==> src/rtl/mem_arbiter_if.sv <==
// Bus bundle between the fetch/load-store requesters, the arbiter
// and the single-ported data memory.
interface mem_arbiter_if #(
    parameter int XLEN = 32
);
    logic            if_req;
    logic [XLEN-1:0] if_addr;
    logic            if_ready;
    logic            if_rvalid;
    logic [XLEN-1:0] if_rdata;
    logic            if_fault;

    logic            d_req;
    logic            d_we;
    logic [XLEN-1:0] d_addr;
    logic [XLEN-1:0] d_wdata;
    logic [2:0]      d_width;
    logic            d_ready;
    logic            d_rvalid;
    logic [XLEN-1:0] d_rdata;
    logic            d_fault;

    logic [XLEN-1:0] mem_addr;
    logic [XLEN-1:0] mem_wdata;
    logic [2:0]      mem_width;
    logic            mem_read_en;
    logic            mem_write_en;
    logic [XLEN-1:0] mem_valM;
    logic            mem_fault;

    logic            fault_clear;
    logic            halted;

    modport slave (
        input  if_req, if_addr,
        output if_ready, if_rvalid, if_rdata, if_fault,
        input  d_req, d_we, d_addr, d_wdata, d_width,
        output d_ready, d_rvalid, d_rdata, d_fault,
        output mem_addr, mem_wdata, mem_width, mem_read_en, mem_write_en,
        input  mem_valM, mem_fault,
        input  fault_clear,
        output halted
    );

    modport master (
        output if_req, if_addr,
        input  if_ready, if_rvalid, if_rdata, if_fault,
        output d_req, d_we, d_addr, d_wdata, d_width,
        input  d_ready, d_rvalid, d_rdata, d_fault,
        input  mem_addr, mem_wdata, mem_width, mem_read_en, mem_write_en,
        output mem_valM, mem_fault,
        output fault_clear,
        input  halted
    );
endinterface

==> src/rtl/mem_arbiter.sv <==
// Fetch / load-store arbiter for the shared data memory, with
// fetch anti-starvation and halt-on-fault.
module mem_arbiter #(
    parameter int XLEN     = 32,
    parameter int MAX_WAIT = 4
) (
    input  logic          clock,
    input  logic          reset_n,
    mem_arbiter_if.slave  bus
);
    localparam int WW = $clog2(MAX_WAIT + 1);

    typedef enum logic {RUN, HALT} state_t;

    state_t        r_state;
    logic [WW-1:0] r_wait_cnt;

    logic w_run;
    logic w_if_win;
    logic w_d_win;
    logic w_accept;

    assign w_run    = (r_state == RUN);
    // Data normally wins; a fetch that has lost MAX_WAIT times in a row wins.
    assign w_if_win = w_run && bus.if_req &&
                      (!bus.d_req || r_wait_cnt == WW'(MAX_WAIT));
    assign w_d_win  = w_run && bus.d_req && !w_if_win;
    assign w_accept = w_if_win || w_d_win;

    assign bus.if_ready = w_if_win;
    assign bus.d_ready  = w_d_win;

    always_comb begin
        bus.mem_addr     = '0;
        bus.mem_wdata    = '0;
        bus.mem_width    = 3'b000;
        bus.mem_read_en  = 1'b0;
        bus.mem_write_en = 1'b0;
        unique case (1'b1)
            w_if_win: begin
                bus.mem_addr    = bus.if_addr;
                bus.mem_width   = 3'b010;
                bus.mem_read_en = 1'b1;
            end
            w_d_win: begin
                bus.mem_addr     = bus.d_addr;
                bus.mem_width    = bus.d_width;
                bus.mem_wdata    = bus.d_wdata;
                bus.mem_write_en = bus.d_we;
                bus.mem_read_en  = !bus.d_we;
            end
            default: ;
        endcase
    end

    always_ff @(posedge clock or negedge reset_n) begin
        if (!reset_n) begin
            r_state       <= RUN;
            r_wait_cnt    <= '0;
            bus.halted    <= 1'b0;
            bus.if_rvalid <= 1'b0;
            bus.if_rdata  <= '0;
            bus.if_fault  <= 1'b0;
            bus.d_rvalid  <= 1'b0;
            bus.d_rdata   <= '0;
            bus.d_fault   <= 1'b0;
        end else begin
            bus.if_rvalid <= w_if_win;
            bus.if_rdata  <= w_if_win ? bus.mem_valM : '0;
            bus.if_fault  <= w_if_win && bus.mem_fault;
            bus.d_rvalid  <= w_d_win;
            bus.d_rdata   <= (w_d_win && !bus.d_we) ? bus.mem_valM : '0;
            bus.d_fault   <= w_d_win && bus.mem_fault;

            case (r_state)
                RUN: begin
                    if (!bus.if_req || w_if_win)
                        r_wait_cnt <= '0;
                    else if (r_wait_cnt != WW'(MAX_WAIT))
                        r_wait_cnt <= r_wait_cnt + 1'b1;
                    if (w_accept && bus.mem_fault) begin
                        r_state    <= HALT;
                        bus.halted <= 1'b1;
                    end
                end
                HALT: begin
                    if (bus.fault_clear) begin
                        r_state    <= RUN;
                        bus.halted <= 1'b0;
                    end
                end
                default: begin
                    r_state    <= RUN;
                    bus.halted <= 1'b0;
                end
            endcase
        end
    end
endmodule

==> src/flat_wrapper.sv <==
// flat-port wrapper written by rule: the top's interface ports become plain ports
module mem_arbiter_flat 
#(
    parameter int XLEN     = 32,
    parameter int MAX_WAIT = 4
)
  (clock, reset_n, bus_if_req, bus_if_addr, bus_if_ready, bus_if_rvalid, bus_if_rdata, bus_if_fault, bus_d_req, bus_d_we, bus_d_addr, bus_d_wdata, bus_d_width, bus_d_ready, bus_d_rvalid, bus_d_rdata, bus_d_fault, bus_mem_addr, bus_mem_wdata, bus_mem_width, bus_mem_read_en, bus_mem_write_en, bus_mem_valM, bus_mem_fault, bus_fault_clear, bus_halted);
  mem_arbiter_if #(.XLEN(XLEN)) bus_i ();
  input  logic clock;
  input  logic reset_n;
  input wire logic [$bits(bus_i.if_req)-1:0] bus_if_req;
  input wire logic [$bits(bus_i.if_addr)-1:0] bus_if_addr;
  output wire logic [$bits(bus_i.if_ready)-1:0] bus_if_ready;
  output wire logic [$bits(bus_i.if_rvalid)-1:0] bus_if_rvalid;
  output wire logic [$bits(bus_i.if_rdata)-1:0] bus_if_rdata;
  output wire logic [$bits(bus_i.if_fault)-1:0] bus_if_fault;
  input wire logic [$bits(bus_i.d_req)-1:0] bus_d_req;
  input wire logic [$bits(bus_i.d_we)-1:0] bus_d_we;
  input wire logic [$bits(bus_i.d_addr)-1:0] bus_d_addr;
  input wire logic [$bits(bus_i.d_wdata)-1:0] bus_d_wdata;
  input wire logic [$bits(bus_i.d_width)-1:0] bus_d_width;
  output wire logic [$bits(bus_i.d_ready)-1:0] bus_d_ready;
  output wire logic [$bits(bus_i.d_rvalid)-1:0] bus_d_rvalid;
  output wire logic [$bits(bus_i.d_rdata)-1:0] bus_d_rdata;
  output wire logic [$bits(bus_i.d_fault)-1:0] bus_d_fault;
  output wire logic [$bits(bus_i.mem_addr)-1:0] bus_mem_addr;
  output wire logic [$bits(bus_i.mem_wdata)-1:0] bus_mem_wdata;
  output wire logic [$bits(bus_i.mem_width)-1:0] bus_mem_width;
  output wire logic [$bits(bus_i.mem_read_en)-1:0] bus_mem_read_en;
  output wire logic [$bits(bus_i.mem_write_en)-1:0] bus_mem_write_en;
  input wire logic [$bits(bus_i.mem_valM)-1:0] bus_mem_valM;
  input wire logic [$bits(bus_i.mem_fault)-1:0] bus_mem_fault;
  input wire logic [$bits(bus_i.fault_clear)-1:0] bus_fault_clear;
  output wire logic [$bits(bus_i.halted)-1:0] bus_halted;
  assign bus_i.if_req = bus_if_req;
  assign bus_i.if_addr = bus_if_addr;
  assign bus_if_ready = bus_i.if_ready;
  assign bus_if_rvalid = bus_i.if_rvalid;
  assign bus_if_rdata = bus_i.if_rdata;
  assign bus_if_fault = bus_i.if_fault;
  assign bus_i.d_req = bus_d_req;
  assign bus_i.d_we = bus_d_we;
  assign bus_i.d_addr = bus_d_addr;
  assign bus_i.d_wdata = bus_d_wdata;
  assign bus_i.d_width = bus_d_width;
  assign bus_d_ready = bus_i.d_ready;
  assign bus_d_rvalid = bus_i.d_rvalid;
  assign bus_d_rdata = bus_i.d_rdata;
  assign bus_d_fault = bus_i.d_fault;
  assign bus_mem_addr = bus_i.mem_addr;
  assign bus_mem_wdata = bus_i.mem_wdata;
  assign bus_mem_width = bus_i.mem_width;
  assign bus_mem_read_en = bus_i.mem_read_en;
  assign bus_mem_write_en = bus_i.mem_write_en;
  assign bus_i.mem_valM = bus_mem_valM;
  assign bus_i.mem_fault = bus_mem_fault;
  assign bus_i.fault_clear = bus_fault_clear;
  assign bus_halted = bus_i.halted;
  mem_arbiter #(.XLEN(XLEN), .MAX_WAIT(MAX_WAIT)) u_core (.clock(clock), .reset_n(reset_n), .bus(bus_i));
endmodule
==> config.mk <==
export PLATFORM = sky130hd
export DESIGN_NAME = mem_arbiter_flat
export DESIGN_NICKNAME = d
export VERILOG_FILES = /design/src/rtl/mem_arbiter_if.sv /design/src/rtl/mem_arbiter.sv /design/src/flat_wrapper.sv
export SDC_FILE = /design/constraint.sdc
export NUM_CORES = 1
export LEC_CHECK = 0
export ABC_AREA = 0
export BUFFER_PORTS_ARGS = -buffer_cell sky130_fd_sc_hd__buf_2
export CAP_MARGIN = 30
export CORE_AREA = 4 4 107 109
export DETAILED_ROUTE_END_ITERATION = 10
export DIE_AREA = 0 0 111 113
export GPL_TIMING_DRIVEN = 0
export PLACE_DENSITY_LB_ADDON = 0.08
export SYNTH_ARGS = -nofsm -noshare
export SYNTH_HDL_FRONTEND = slang
export SYNTH_SLANG_ARGS = --single-unit
==> constraint.sdc <==
create_clock -name clock -period 4.6 [get_ports clock]
set_input_delay 0.92 -clock clock [delete_from_list [all_inputs] [get_ports clock]]
set_output_delay 0.92 -clock clock [all_outputs]
set_load 0.01 [all_outputs]
Yosys cells after proc, flatten, opt, wreduce, memory -nomap -nowiden
Cells that the tools add are included.
{ "totals": {"regBits": 73, "inputBits": 138, "output_inout_bits": 140, "elab_cells": 48} }
{ "classes": {"reduce_logical": 18, "n_bitwise": 1, "eq_ne": 4, "addsub": 1, "muxes": 15} }
{ "op_table": {"columns": ["op", "n"], "rows": [
  ["two-way mux 32 bit", 3],
  ["case mux 32 bit (2 select lines)", 1],
  ["logical AND 1 bit", 8],
  ["two-way mux 3 bit", 2],
  ["case mux 1 bit (2 select lines)", 3],
  ["case mux 3 bit (2 select lines)", 1],
  ["two-way mux 1 bit", 5],
  ["logical NOT 1 bit", 4],
  ["!= test 2 bit, second input constant", 2],
  ["AND reduction 2 bit", 2],
  ["adder 3 x 1 -> 3 bit, second input constant", 1],
  ["equality test 3 bit, second input constant", 1],
  ["logical OR 1 bit", 3],
  ["!= test 3 bit, second input constant", 1],
  ["nonzero test 2 bit", 1],
  ["NOT 1 bit", 1]
]} }

Longest topological paths before layout
Gate-level depths: netlist of the first run.
{ "logic_depth": {"ltp_word": 9, "mapped_depth": 7, "mapped_depth_nobuf": 5} }

Worst setup path after synthesis of the first run
Ideal clock, no wire load.
{ "synth_path": {"path_kind": "input port to output port", "startpoint": "input bus_d_req", "endpoint": "output bus_mem_addr[24]", "slack_ns": 1.911, "required_ns": 3.680, "n_path_buf": 2, "arrival_time_ns": 1.769, "cell_stages": 5, "cell_sequence": "a21boi_2 > nor3b_2 > buf_4 > buf_6 > a22o_1"} }
{ "synth_between": {"elab_chain_len": 6, "elab_cells_between_ends": 7, "classes_between": "mux (1); reduce/logical (6)"} }
{ "synth_rtl": {"columns": ["item", "line", "rtl"], "rows": [
  ["start, declared", "flat_wrapper.sv:17", "input wire logic [$bits(bus_i.d_req)-1:0] bus_d_req;"],
  ["logical NOT 1 bit", "mem_arbiter.sv:26", "(!bus.d_req || r_wait_cnt == WW'(MAX_WAIT));"],
  ["logical OR 1 bit", "mem_arbiter.sv:26", null],
  ["logical AND 1 bit", "mem_arbiter.sv:25", "assign w_if_win = w_run && bus.if_req &&"],
  ["logical NOT 1 bit", "mem_arbiter.sv:27", "assign w_d_win = w_run && bus.d_req && !w_if_win;"],
  ["logical AND 1 bit", "mem_arbiter.sv:27", null],
  ["case mux 32 bit (2 select lines) *", "mem_arbiter.sv:39", "unique case (1'b1)"],
  ["end, declared", "flat_wrapper.sv:26", "output wire logic [$bits(bus_i.mem_addr)-1:0] bus_mem_addr;"]
]} }
Every way passes the cells marked *; elsewhere a longest branch is shown, timed or not.

Worst setup path in the final report of the first run
Ends and elaborated chain as after synthesis.

==> results of run 1 <==
through the flow:
step | setup slack, ns | cells | power (mW)
2_1_floorplan | 1.91 | 254 | 0.856
3_3_place_gp | 1.32 | 671 | 1.05
3_5_place_dp | 1.31 | 671 | 1.05
4_1_cts | 1.31 | 686 | 1.49
5_1_grt | 1.25 | 687 | 1.54
6_report | 1.40 | 689 | 1.46
layout make-up:
cell class / instances / area (sq um) / area share [%]
Sequential cell: 73 / 1830 / 38.2
Timing Repair Buffer: 277 / 1390 / 29.0
Multi-Input combinational cell: 159 / 1110 / 23.2
Tap cell: 140 / 175 / 3.66
Clock buffer: 12 / 145 / 3.03
Buffer: 18 / 100 / 2.09
Clock inverter: 3 / 17.5 / 0.366
Inverter: 4 / 15.0 / 0.314
Antenna cell: 3 / 7.51 / 0.157
kinds of logic (layout without fill, tap and decap cells):
| group | after synthesis | in the layout | share of synthesized area [%] |
|---|---|---|---|
| buffers and inverters | 22 | 314 | 3.77 |
| adder cells (fa/ha/maj) | 2 | 2 | 0.820 |
| other | 0 | 3 | 0 |
| AND/OR/NAND/NOR | 118 | 118 | 24.8 |
| AO/OA/AOI/OAI | 39 | 39 | 10.7 |
| flip-flops | 73 | 73 | 59.9 |
flip-flops by register name, summed over array words and instances, names as in the netlist:
register,cells
u_core.bus.d_fault,1
u_core.r_state,1
u_core.bus.d_rvalid,1
u_core.bus.if_fault,1
u_core.bus.d_rdata,32
u_core.r_wait_cnt,3
u_core.bus.halted,1
u_core.bus.if_rdata,32
u_core.bus.if_rvalid,1
cells in the final DEF (no fill, tap or decap):
cell type and count:
ha_1 2, a21boi_2 1, nand2b_1 2, nor3_4 1
o21ai_0 3, clkbuf_8 10, buf_2 284, nand2_1 7
clkinv_2 2, nor4_4 1, inv_1 4, nand4b_1 1
buf_4 3, diode_2 3, nor3b_2 1, and2_1 101
clkinvlp_4 1, o211ai_1 2, or2_2 1, a21oi_1 1
clkbuf_1 8, nand3_1 2, and3_4 1, dfrtp_1 73
a22o_1 32, buf_6 2
routing by layer:
layer  wire length (microns)  vias up  track usage [%]
met5                      28        -                0
met4                     158        6             6.16
met2                    6130      144             31.9
li1                        -     1408                -
met1                    4450     1326             20.3
met3                    1080       16             7.33
worst paths after layout:
| path | depth (start not counted) | slack (ns) | to |
|---|---|---|---|
| worst max-delay path | 7 | 1.40 | bus_mem_addr[24] |
| worst min-delay path | 2 | 0.48 | u_core.bus.halted |
| worst max register to register | 7 | 2.84 | u_core.bus.if_rdata[12] |
| worst min register to register | 2 | 0.48 | u_core.bus.halted |
| max in group asynchronous | 1 | 3.28 | u_core.bus.d_rdata[8] |
| min in group asynchronous | 1 | 0.71 | u_core.bus.if_rdata[24] |
worst max-delay path, cell delays in order:
cell      delay (ns)
buf_2           0.13
a21boi_2        0.18
nor3b_2         0.31
buf_4           0.26
buf_6           0.18
a22o_1          0.15
buf_2           0.15
power groups by stage:
stage | clock [mW] | sequential (mW) | combinational, mW
2_1_floorplan | 0 | 0.712 | 0.144
3_3_place_gp | 0 | 0.696 | 0.355
3_5_place_dp | 0 | 0.696 | 0.359
4_1_cts | 0.446 | 0.683 | 0.360
5_1_grt | 0.471 | 0.686 | 0.384
6_report | 0.423 | 0.683 | 0.350
==> qor.yml, run 1 <==
outcome:
  status: "completed"
die:
  core_sq_um: 10600
  fp-row-count: 38
  die_w_microns: 111
  die_h_microns: 113
  die-area_sq_um: 12500
  boundaryPins: 278
  initial_core_util_pct: 28.8
worst_setup_path:
  required_ns: 3.68
  endpoint_kind: "output port"
  start_kind: "primary input"
  worstSetupPathType: "primary input to output port"
  arrival_ns: 2.28
  worstSetupStartpoint: "bus_d_req"
  r2r-start: "u_core.r_wait_cnt[0]"
  crit_fanout: 10
yosys:
  synth-main-ff-cell: "dfrtp_1"
  synth-edff-count: 0
  ys_ff_latch: 73
  synth_top_cell_area_share_pct: 59.9
  ys_warn_count: 0
  async_reset_ff_share_pct: 100
  synth_cell_types: 22
  synthTopCellsByArea: "dfrtp_1 60%, and2_1 21%, a22o_1 9.2%, buf_2 1.3%, nand2_1 0.86%"
  avgSynthCellArea_sq_um: 12.0
  synth_cells: 254
  synth_commonest_cells: "101 x and2_1, 73 x dfrtp_1, 32 x a22o_1"
  netlist_area_sq_um: 3050
  synth_top_cell_by_area: "dfrtp_1"
  synth_seq_area_share_pct: 59.9
  yosys.cell_count.top_type: "and2_1"
  syn_nets: 394
min_path:
  worstHoldPathType: "flop to flop"
  hold_start: "u_core.bus.halted"
detailed_routing:
  via_count: 2900
  drc: 0
  drt-total-wl_mm: 11.8
  ant_nets: 0
  first_pass_iters: 4
  first_iter_violations: 114
  wl_per_cell_microns: 17.2
  vias_per_cell: 4.21
power:
  leakage_nw: 2.89
  power.switching_mw: 0.416
  pwr-share-seq_pct: 46.9
  p_clk_share_pct: 29.1
  powerDensity_nw_per_um2: 304
  ir_drop_mv: 0.121
  p_int_mw: 1.04
  comb_power_share_pct: 24.0
  switching_share_pct: 28.6
finish:
  utilization_pct: 45.1
  nNetsFinal: 682
  drive_above_1_share_pct: 56.4
  nFillCells: 1100
  finish.instance_area_sq_um: 4780
  area_growth_pct: 56.8
clock_tree:
  cts_resized: 0
  ctsHoldBuffers: 0
  cts.sinks: 73
  cts.clk_slew.worst_paths_ns: 0.07
  clockBufferDepth: 2
  cts_made_buffers: 9
  cts_root_buf: "clkbuf_8"
  post_cts_buffers: 0
  insertion_delay_ns: 0.34
  htree_levels: 3
  tritoncts: "done"
global_routing:
  overflow: 0
  grt_max_degree: 74
  antenna_found_initial: 5
  track_usage_pct: 18.3
  grt_pass1_vias: 2992
  grt_pass1_wl_mm: 17.3
sta:
  fin_skew_ns: 0.00698
  hold_violations: 0
  rsz0062_at_grt: "no"
  fmax_mhz: 312
  post-route-period-util_pct: 69.6
  slew_headroom_pct: 38.8
  setup_viol: 0
  worstMarginPinSlew_ns: 0.918
  fin_setup_tns_ns: 0
  slew_violations: 0
  period_minus_slack_ns: 3.20
  fin_hold_ws_ns: 0.478
placed_design:
  place_congestion: 0.835
  placed_area_sq_um: 4610
  post-dp-hpwl_mm: 10.0
  io_buffers: 277
job:
  maxCapViolCount: 0
Power figures use the tool's default switching activity.
==> run 2, diff against run 1 <==
--- a/config.mk
+++ b/config.mk
@@ -8,9 +8,9 @@
 export ABC_AREA = 0
 export BUFFER_PORTS_ARGS = -buffer_cell sky130_fd_sc_hd__buf_2
 export CAP_MARGIN = 30
-export CORE_AREA = 4 4 107 109
+export CORE_AREA = 4 4 106 108
 export DETAILED_ROUTE_END_ITERATION = 10
-export DIE_AREA = 0 0 111 113
+export DIE_AREA = 0 0 110 112
 export GPL_TIMING_DRIVEN = 0
 export PLACE_DENSITY_LB_ADDON = 0.08
 export SYNTH_ARGS = -nofsm -noshare
==> constraint.sdc (replaced) <==
create_clock -name clock -period 2.9 [get_ports clock]
set_input_delay 0.58 -clock clock [delete_from_list [all_inputs] [get_ports clock]]
set_output_delay 0.58 -clock clock [all_outputs]
set_load 0.01 [all_outputs]
==> qor.yml, run 2 (synthesized netlist as in run 1, its figures left out) <==
outcome:
  status: "completed"
die:
  boundaryPins: 278
  core_sq_um: 10200
  die-area_sq_um: 12300
  initial_core_util_pct: 29.8
  fp-row-count: 37
  die_w_microns: 110
  die_h_microns: 112
job:
  maxCapViolCount: 0
power:
  pwr-share-seq_pct: 44.8
  powerDensity_nw_per_um2: 503
  p_int_mw: 1.72
  leakage_nw: 2.91
  switching_share_pct: 28.8
  p_total_mw: 2.42
  ir_drop_mv: 0.183
  comb_power_share_pct: 22.7
  p_clk_share_pct: 32.5
  power.switching_mw: 0.696
global_routing:
  grt_max_degree: 74
  track_usage_pct: 17.3
  grt_pass1_vias: 2947
  overflow: 0
  antenna_found_initial: 3
  grt_pass1_wl_mm: 16.0
clock_tree:
  ctsHoldBuffers: 0
  insertion_delay_ns: 0.34
  tritoncts: "done"
  post_cts_buffers: 0
  cts.clk_slew.worst_paths_ns: 0.08
  cts_made_buffers: 9
  cts_root_buf: "clkbuf_8"
  cts_resized: 0
  clockBufferDepth: 2
  htree_levels: 3
  cts.sinks: 73
sta:
  worstMarginPinSlew_ns: 0.912
  rsz0062_at_grt: "no"
  fin_setup_tns_ns: 0
  slew_violations: 0
  fmax_mhz: 367
  fin_ws_ns: 0.176
  setup_viol: 0
  hold_violations: 0
  post-route-period-util_pct: 93.9
  slew_headroom_pct: 39.2
  fin_skew_ns: 0.00766
  period_minus_slack_ns: 2.72
worst_setup_path:
  endpoint_kind: "output port"
  start_kind: "flop"
  required_ns: 2.32
  crit_fanout: 10
  arrival_ns: 2.14
  worstSetupPathType: "flop to output port"
detailed_routing:
  first_pass_iters: 4
  drt-total-wl_mm: 11.0
  vias_per_cell: 4.30
  ant_nets: 0
  via_count: 2940
  drc: 0
  first_iter_violations: 99
  wl_per_cell_microns: 16.1
min_path:
  worstHoldPathType: "primary input to async pin"
finish:
  multi_input_area_sq_um: 1110
  antenna_cells: 0
  utilization_pct: 47.0
  largestRegisters: "u_core.bus.d_rdata (32), u_core.bus.if_rdata (32), u_core.r_wait_cnt (3)"
  nFillCells: 1043
  nNetsFinal: 682
  area_growth_pct: 57.7
  drive_above_1_share_pct: 56.7
  seqCellArea_sq_um: 1830
  final_common_cell: "buf_2"
  final_cell_mix: "284 x buf_2, 101 x and2_1, 73 x dfrtp_1"
placed_design:
  place_congestion: 0.857
  dpl_worst_slack_ns: 0.401
  io_buffers: 277
  post-dp-hpwl_mm: 9.18
[run 2: path summary, 6_finish.rpt]
check,startpoint,to,slack [ns],depth (start not counted)
max reg2reg,u_core.r_wait_cnt[0],u_core.bus.d_rdata[27],1.14,6
max,u_core.r_wait_cnt[0],bus_mem_addr[13],0.18,8
min,reset_n,u_core.bus.d_rdata[25],0.36,1
min in group clock,bus_fault_clear,u_core.r_state,0.43,2
min reg2reg,u_core.bus.halted,u_core.bus.halted,0.49,2
max in group asynchronous,reset_n,u_core.bus.d_rvalid,1.94,1
[run 2: critical path: stages (launching register included)]
cell     delay, ns
dfrtp_1       0.39
inv_1         0.06
ha_1          0.22
and3_4        0.18
nor3_4        0.24
buf_4         0.26
buf_6         0.16
a22o_1        0.14
buf_2         0.14
[run 2: power groups by stage]
stage,sequential (mW),clock [mW],combinational [mW]
floorplan,1.13,0,0.228
global route,1.09,0.849,0.606
CTS,1.08,0.806,0.562
detailed placement,1.10,0,0.562
finish,1.08,0.786,0.550
global placement,1.10,0,0.556
[run 2: through the flow]
step                hold slack [ns]  cells  area [sq um]
floorplan                     0.284    254          3050
global placement              0.462    667          4610
detailed placement            0.481    667          4610
CTS                           0.387    683          4800
global route                  0.429    683          4810
finish                        0.362    683          4810
[run 2: layer usage]
| metal | global-route usage [%] | part of all wire [%] | wire length, microns | vias to the layer above |
|---|---|---|---|---|
| met5 | 0 | 0.30 | 33 | - |
| met4 | 6.73 | 2.4 | 261 | 6 |
| met3 | 6.20 | 10 | 1140 | 25 |
| met2 | 31.2 | 53 | 5900 | 160 |
| met1 | 17.9 | 33 | 3690 | 1342 |
| li1 | - | - | - | 1407 |
[run 2: final cells by class]
class / instances / area share (%)
inverter: 4 / 0.312
buffer: 18 / 2.08
sequential: 73 / 38.0
tap: 136 / 3.54
clock buffer: 10 / 2.65
multi-input combinational: 159 / 23.2
timing repair buffer: 277 / 28.9
clock inverter: 6 / 1.40
